--- src/rtl/alu_rs.sv ---
// alu_rs : reservation station and issue scheduler for the single-cycle ALU.
//
// Holds decoded ALU-class instructions until both source operands are known,
// then issues at most one ready instruction per cycle, oldest first, into a
// registered ALU input bundle.
//
// Ports
//   clk_in, rst_n_in            clock, asynchronous active-low reset
//   rdy_in                      global enable (0 freezes all state)
//   flush_in                    discard every held instruction
//   disp_*                      dispatch bundle (op, q1/q2 tags + values,
//                               pc, is_short, imm, destination rob id)
//   cdb0_* / cdb1_*             result broadcasts (cdb0 has priority)
//   full                        every entry occupied
//   alu_yes, alu_*              registered issue strobe and operands
module alu_rs #(
  parameter int RS_SIZE = 8,
  parameter int ROB_W   = 4
) (
  input  logic             clk_in,
  input  logic             rst_n_in,
  input  logic             rdy_in,
  input  logic             flush_in,
  input  logic             disp_valid,
  input  logic [10:0]      disp_op,
  input  logic             disp_q1_busy,
  input  logic [ROB_W-1:0] disp_q1,
  input  logic [31:0]      disp_v1,
  input  logic             disp_q2_busy,
  input  logic [ROB_W-1:0] disp_q2,
  input  logic [31:0]      disp_v2,
  input  logic [31:0]      disp_pc,
  input  logic             disp_is_short,
  input  logic [31:0]      disp_imm,
  input  logic [ROB_W-1:0] disp_rob_id,
  input  logic             cdb0_valid,
  input  logic [ROB_W-1:0] cdb0_rob_id,
  input  logic [31:0]      cdb0_value,
  input  logic             cdb1_valid,
  input  logic [ROB_W-1:0] cdb1_rob_id,
  input  logic [31:0]      cdb1_value,
  output logic             full,
  output logic             alu_yes,
  output logic [10:0]      alu_op,
  output logic [31:0]      alu_v1,
  output logic [31:0]      alu_v2,
  output logic [31:0]      alu_pc,
  output logic             alu_is_short,
  output logic [31:0]      alu_imm,
  output logic [ROB_W-1:0] alu_rob_id
);

  localparam int IDX_W = $clog2(RS_SIZE);

  // Entry state. Occupancy and the age matrix are control and are reset;
  // the payload is only meaningful while its entry is valid.
  logic [RS_SIZE-1:0] valid_q;
  logic [RS_SIZE-1:0] age_q [RS_SIZE];
  logic [RS_SIZE-1:0] q1_busy_q;
  logic [RS_SIZE-1:0] q2_busy_q;
  logic [10:0]        op_q     [RS_SIZE];
  logic [ROB_W-1:0]   q1_q     [RS_SIZE];
  logic [ROB_W-1:0]   q2_q     [RS_SIZE];
  logic [31:0]        v1_q     [RS_SIZE];
  logic [31:0]        v2_q     [RS_SIZE];
  logic [31:0]        pc_q     [RS_SIZE];
  logic [31:0]        imm_q    [RS_SIZE];
  logic [RS_SIZE-1:0] short_q;
  logic [ROB_W-1:0]   rob_q    [RS_SIZE];

  logic [RS_SIZE-1:0] ready;
  logic               sel_vld;
  logic [IDX_W-1:0]   sel_idx;
  logic [RS_SIZE-1:0] sel_oh;
  logic [IDX_W-1:0]   alloc_idx;
  logic               do_disp;
  logic [RS_SIZE-1:0] valid_nxt;
  logic [RS_SIZE-1:0] age_nxt [RS_SIZE];

  // Lowest-index free slot; only used when the station is not full.
  function automatic logic [IDX_W-1:0] first_free(input logic [RS_SIZE-1:0] v);
    logic [IDX_W-1:0] idx;
    idx = '0;
    for (int i = RS_SIZE - 1; i >= 0; i--) begin
      if (!v[i]) idx = IDX_W'(i);
    end
    return idx;
  endfunction

  // Operand capture from the broadcast buses: returns {busy, value}.
  // A pending operand whose tag matches a valid broadcast takes that value;
  // cdb0 is checked first so it wins a double match.
  function automatic logic [32:0] capture(input logic             busy,
                                          input logic [ROB_W-1:0] tag,
                                          input logic [31:0]      val);
    logic [32:0] res;
    res = {busy, val};
    if (busy) begin
      if (cdb0_valid && (cdb0_rob_id == tag))      res = {1'b0, cdb0_value};
      else if (cdb1_valid && (cdb1_rob_id == tag)) res = {1'b0, cdb1_value};
    end
    return res;
  endfunction

  assign full      = &valid_q;
  assign ready     = valid_q & ~q1_busy_q & ~q2_busy_q;
  assign alloc_idx = first_free(valid_q);
  assign do_disp   = disp_valid && !full;

  // Oldest ready entry: age_q[i][j] set means i was allocated after j while
  // j was live, so i is oldest when no ready entry is older than it.
  always_comb begin
    sel_vld = 1'b0;
    sel_idx = '0;
    sel_oh  = '0;
    for (int i = 0; i < RS_SIZE; i++) begin
      if (ready[i] && ((age_q[i] & ready) == '0)) begin
        sel_vld   = 1'b1;
        sel_idx   = IDX_W'(i);
        sel_oh[i] = 1'b1;
      end
    end
  end

  // Next occupancy and age rows. A new row snapshots the live mask taken
  // before the edge; the issued entry's column is cleared in every row.
  always_comb begin
    valid_nxt = valid_q & ~sel_oh;
    if (do_disp) valid_nxt[alloc_idx] = 1'b1;
    for (int i = 0; i < RS_SIZE; i++) begin
      age_nxt[i] = age_q[i];
      if (do_disp && (alloc_idx == IDX_W'(i))) age_nxt[i] = valid_q;
      age_nxt[i] = age_nxt[i] & ~sel_oh;
    end
  end

  // ---- stage boundary: entry payload (dispatch write and CDB wakeup) ----
  always_ff @(posedge clk_in) begin
    if (rdy_in && !flush_in) begin
      for (int i = 0; i < RS_SIZE; i++) begin
        if (do_disp && (alloc_idx == IDX_W'(i))) begin
          op_q[i]                     <= disp_op;
          q1_q[i]                     <= disp_q1;
          q2_q[i]                     <= disp_q2;
          {q1_busy_q[i], v1_q[i]}     <= capture(disp_q1_busy, disp_q1, disp_v1);
          {q2_busy_q[i], v2_q[i]}     <= capture(disp_q2_busy, disp_q2, disp_v2);
          pc_q[i]                     <= disp_pc;
          short_q[i]                  <= disp_is_short;
          imm_q[i]                    <= disp_imm;
          rob_q[i]                    <= disp_rob_id;
        end else begin
          {q1_busy_q[i], v1_q[i]}     <= capture(q1_busy_q[i], q1_q[i], v1_q[i]);
          {q2_busy_q[i], v2_q[i]}     <= capture(q2_busy_q[i], q2_q[i], v2_q[i]);
        end
      end
    end
  end

  // ---- stage boundary: occupancy, age matrix and ALU issue register ----
  always_ff @(posedge clk_in or negedge rst_n_in) begin
    if (!rst_n_in) begin
      valid_q      <= '0;
      for (int i = 0; i < RS_SIZE; i++) age_q[i] <= '0;
      alu_yes      <= 1'b0;
      alu_op       <= '0;
      alu_v1       <= '0;
      alu_v2       <= '0;
      alu_pc       <= '0;
      alu_is_short <= 1'b0;
      alu_imm      <= '0;
      alu_rob_id   <= '0;
    end else if (rdy_in) begin
      if (flush_in) begin
        valid_q <= '0;
        for (int i = 0; i < RS_SIZE; i++) age_q[i] <= '0;
        alu_yes <= 1'b0;
      end else begin
        valid_q <= valid_nxt;
        for (int i = 0; i < RS_SIZE; i++) age_q[i] <= age_nxt[i];
        alu_yes <= sel_vld;
        if (sel_vld) begin
          alu_op       <= op_q[sel_idx];
          alu_v1       <= v1_q[sel_idx];
          alu_v2       <= v2_q[sel_idx];
          alu_pc       <= pc_q[sel_idx];
          alu_is_short <= short_q[sel_idx];
          alu_imm      <= imm_q[sel_idx];
          alu_rob_id   <= rob_q[sel_idx];
        end
      end
    end
  end

endmodule
--- config.mk ---
export PLATFORM = sky130hd
export DESIGN_NAME = alu_rs
export DESIGN_NICKNAME = d
export VERILOG_FILES = /design/src/rtl/alu_rs.sv
export SDC_FILE = /design/constraint.sdc
export NUM_CORES = 2
export LEC_CHECK = 0
export CAP_MARGIN = 20
export CORE_MARGIN = 2
export CORE_UTILIZATION = 30
export DETAILED_ROUTE_END_ITERATION = 10
export PLACE_DENSITY = 0.43
export SYNTH_ARGS = -nofsm -noshare
export SYNTH_HDL_FRONTEND = slang
export SYNTH_SLANG_ARGS = --single-unit
--- constraint.sdc ---
create_clock -name clk_in -period 6.4 [get_ports clk_in]
set_clock_uncertainty 0.2 [all_clocks]
set_input_delay 1.28 -clock clk_in [delete_from_list [all_inputs] [get_ports clk_in]]
set_output_delay 1.28 -clock clk_in [all_outputs]
set_load 0.02 [all_outputs]
==> out/metrics.csv <==
stage,metric,value,unit
cts,cts.sinks,1449,
logic_synthesis,synth_top_area_share,51.8,%
pwr,p_int,17.6,mW
grt,track_usage,24.1,%
detailed_routing,viasPerCell,5.79,
detailed_routing,drt_iter0_drc,5318,
grt,grt_first_pass_wirelength,420,mm
worst_setup_path,rr_endpoint,age_q[63]$_DFFE_PN0P_,
floorplanning,die_w,492,um
floorplanning,die_y,492,um
sta,max_freq,209,MHz
pwr,power.leakage,28.2,nW
logic_synthesis,synth_area_leader_cell,edfxtp_1,
final_layout,multi_input_area,26900,sq um
sta,worstMarginPinSlew,1.46,ns
worst_setup_path,end_kind,flip-flop,
grt,grt-ovfl-total,0,
final_layout,fin_nets,6134,
sta,setup_viol,0,
logic_synthesis,syn-cell-area,71400,sq um
grt,antenna_found_initial,37,
detailed_routing,vias,53400,
logic_synthesis,synth_compound_area_share,17.1,%
logic_synthesis,synth-main-ff-cell,edfxtp_1,
placed_design,place_hpwl,163,mm
logic_synthesis,yosysSeqAreaShare,59.4,%
logic_synthesis,synth_edf_count,1232,
sta,max_slew_margin,2.85,%
sta,timing.final.max_slew_violations,0,
worst_setup_path,critPathKind,reg2reg,
floorplanning,die_area,242000,sq um
logic_synthesis,syn-num-nets,6029,
cts,numCtsBuffers,175,
detailed_routing,ant_nets,0,
floorplanning,start_util,30.1,%
logic_synthesis,async_flop_share,15.0,%
worst_setup_path,reg2reg_from,valid_q[2]$_DFFE_PN0P_,
logic_synthesis,synth_top_family_by_area,compound AO/OA/AOI/OAI gates,
cts,post_cts_resize_count,0,
worst_setup_path,crit_chain,"nor3b_1, a22oi_1, nand4_1, buf_4, buf_12, nand2b_1, nor2_1, a22o_1",
cts,clock-root-buffer,clkbuf_16,
outcome,outcome,"complete, no violations",
worst_setup_path,crit_required,6.97,ns
logic_synthesis,ys_ff_latch,1449,
pwr,p_seq_share,46.3,%
worst_setup_path,cp_slowest_stage_delay,0.70,ns
final_layout,syn2layout_area_growth,18.9,%
detailed_routing,drt_wl_total,300,mm
worst_setup_path,rr_worst_depth,8,
final_layout,finish.utilization,35.8,%
cts,hold_buffers,0,
pwr,clockPowerShare,40.6,%
pwr,peakVddDrop,258,uV
sta,fin_crit,4.79,ns
worst_setup_path,cp_max_fo,102,
cts,path_clk_slew,0.06,ns
logic_synthesis,synthMuxAreaShare,11.2,%
worst_setup_path,cp_slowest_cell,nor3b_1,
floorplanning,ios,379,
logic_synthesis,syn_inst,5796,
logic_synthesis,yosys.area_share.simple,6.72,%
grt,grt_max_degree,138,
worst_setup_path,crit_arrival,5.37,ns
logic_synthesis,yosys_warnings,0,
sta,period_share,74.9,%
worst_setup_path,reg2reg_slack,1.61,ns
pwr,power.density,282,nW/um^2
logic_synthesis,synth-adder-area-share,0,%
final_layout,seq_area,42400,sq um
logic_synthesis,synthDistinctLibCells,64,
sta,hold_viol_final,0,
detailed_routing,drc,0,
cts,clock_latency,0.84,ns
pwr,p_sw,6.38,mW
final_layout,drive_gt1_share,10.4,%
detailed_routing,wire_per_inst,32.5,um
detailed_routing,first_pass_iters,6,
floorplanning,core,237000,sq um
logic_synthesis,synth_xor_area_share,1.77,%
logic_synthesis,synth.avg_cell_area,12.3,sq um
flow_run,drv_cap,0,
sta,rsz0062_at_grt,no,
logic_synthesis,ys_top_cells_by_area,"edfxtp_1, mux2i_1, dfrtp_1",
pwr,comb_power_share,13.1,%
placed_design,gp_congestion,0.810,
worst_hold_path,min_path_type,in2async,
placed_design,port-buffer-count,378,
grt,grt_pass1_vias,52900,
pwr,swShare,26.6,%
floorplanning,rows,179,
cts,cts_tree,yes,
cts,h-tree-depth,4,
sta,tns,0,ns
cts,cts_buffer_depth,3,
cts,cts_setup_buffers,0,
worst_setup_path,start_kind,flip-flop,
final_layout,fillCellCount,23100,
## flip-flops by register name, summed over array words and instances, names as in the netlist, 8 cells and up
register and flops:
age_q 64, alu_imm 32, alu_op 11, alu_pc 32
alu_v1 32, alu_v2 32, imm_q 256, op_q 88
pc_q 256, q1_busy_q 8, q1_q 32, q2_busy_q 8
q2_q 32, rob_q 32, short_q 8, v1_q 256
v2_q 256, valid_q 8
## routing by layer
metal / share of wire [%] / GRT usage (%) / vias to the layer above / routed length (um)
li1: - / - / 22900 / -
met3: 7.8 / 5.31 / 549 / 23400
met4: 3.4 / 7.92 / 46 / 10100
met5: 0.092 / 0 / - / 276
met1: 43 / 32.9 / 27500 / 130000
met2: 45 / 37.8 / 2418 / 136000
## logic make-up (layout without fill, tap and decap cells)
kind of cell,after synthesis,count (layout)
and+or+nand+nor,1069,1069
muxes,800,800
buffers and inverters,676,928
other,0,5
DFF,1449,1449
xor gates and xnor gates,144,144
AOI/OAI and AO/OA,1658,1658
## area by class of cell
class / count / share of cell area [%]
repair buffers: 598 / 7.16
well taps: 3167 / 4.67
clock inverters: 60 / 0.734
diodes: 5 / 0.0147
inverters: 6 / 0.0265
flip-flops and latches: 1449 / 50.0
clock buffers: 264 / 5.75
multi-input cells: 3671 / 31.7
## worst max path at each step
| stage | from | endpoint | slack (ns) |
|---|---|---|---|
| 3_5_place_dp | cdb1_rob_id[3] | v1_q[114]$_DFFE_PP_ | 1.16 |
| 3_3_place_gp | cdb1_rob_id[3] | v1_q[114]$_DFFE_PP_ | 1.18 |
| 6_report | valid_q[2]$_DFFE_PN0P_ | age_q[63]$_DFFE_PN0P_ | 1.61 |
| 2_1_floorplan | disp_valid | imm_q[5][0]$_DFFE_PP_ | 0.001 |
| 5_1_grt | q1_busy_q[1]$_DFFE_PP_ | alu_imm[9]$_DFFE_PN0P_ | 1.38 |
| 4_1_cts | valid_q[6]$_DFFE_PN0P_ | alu_imm[11]$_DFFE_PN0P_ | 1.50 |
## worst max-delay path: cells and delay by family (launching register included)
family                 cells  cell delay (ns)
AOI/OAI and AO/OA          2             0.57
buffers and inverters      2             1.32
DFF                        1             0.64
and+or+nand+nor            4             1.90
## synth_stat cells, types with 10 or more instances
| library cell | instances |
|---|---|
| edfxtp_1 | 1232 |
| mux2i_1 | 800 |
| nand2_1 | 768 |
| o31ai_1 | 512 |
| clkbuf_1 | 474 |
| a21oi_1 | 277 |
| dfrtp_1 | 217 |
| a22oi_1 | 153 |
| a31oi_1 | 145 |
| and3_1 | 145 |
| o221ai_1 | 144 |
| xor2_1 | 108 |
| buf_1 | 99 |
| o21ai_0 | 76 |
| o221a_1 | 75 |
| o22ai_1 | 72 |
| buf_2 | 71 |
| o221a_2 | 68 |
| a2bb2oi_1 | 64 |
| xnor2_1 | 36 |
| nor4_1 | 26 |
| nor2_1 | 25 |
| a22o_1 | 21 |
| nand3_1 | 21 |
| nor4bb_1 | 17 |
| buf_4 | 15 |
| nor3_1 | 14 |
| a21o_1 | 10 |
## power by group through the flow
stage	Clock, mW	Sequential (mW)	Combinational, mW
floorplan	0	11.5	1.13
global placement	0	11.3	3.12
detailed placement	0	11.3	3.15
CTS	9.94	11.1	3.16
global route	10.3	11.2	3.31
finish	9.73	11.1	3.14
## metrics by stage
step	worst slack, ns	power, mW	hold slack [ns]	area (sq um)	cells
detailed placement	1.16	14.5	0.267	79400	8890
global route	1.38	24.8	0.0949	84900	9218
global placement	1.18	14.4	0.256	79400	8890
CTS	1.50	24.2	0.102	84900	9214
finish	1.61	24.0	0.105	84900	9220
floorplan	0.000986	12.6	0.242	71400	5796
## layout by cell type (no fill, tap or decap), drive strengths merged, types with 8 or more instances in the layout
cell and instances:
nor3b 9, nand3 22, o221ai 144, nand2 770, and2 9, a31o 8, a31oi 145, a22oi 153
o22ai 72, a21o 10, a2bb2oi 64, o31ai 512, a21oi 279, and3 145, nor4 26, buf 223
clkdlybuf4s50 374, mux2i 800, o221a 143, clkbuf 264, edfxtp 1232, nor3 14, nor4bb 17, o21ai 85
dfrtp 217, xor2 108, inv 13, nor2 25, xnor2 36, clkinv 42, a22o 21
Power figures use the tool's default switching activity.
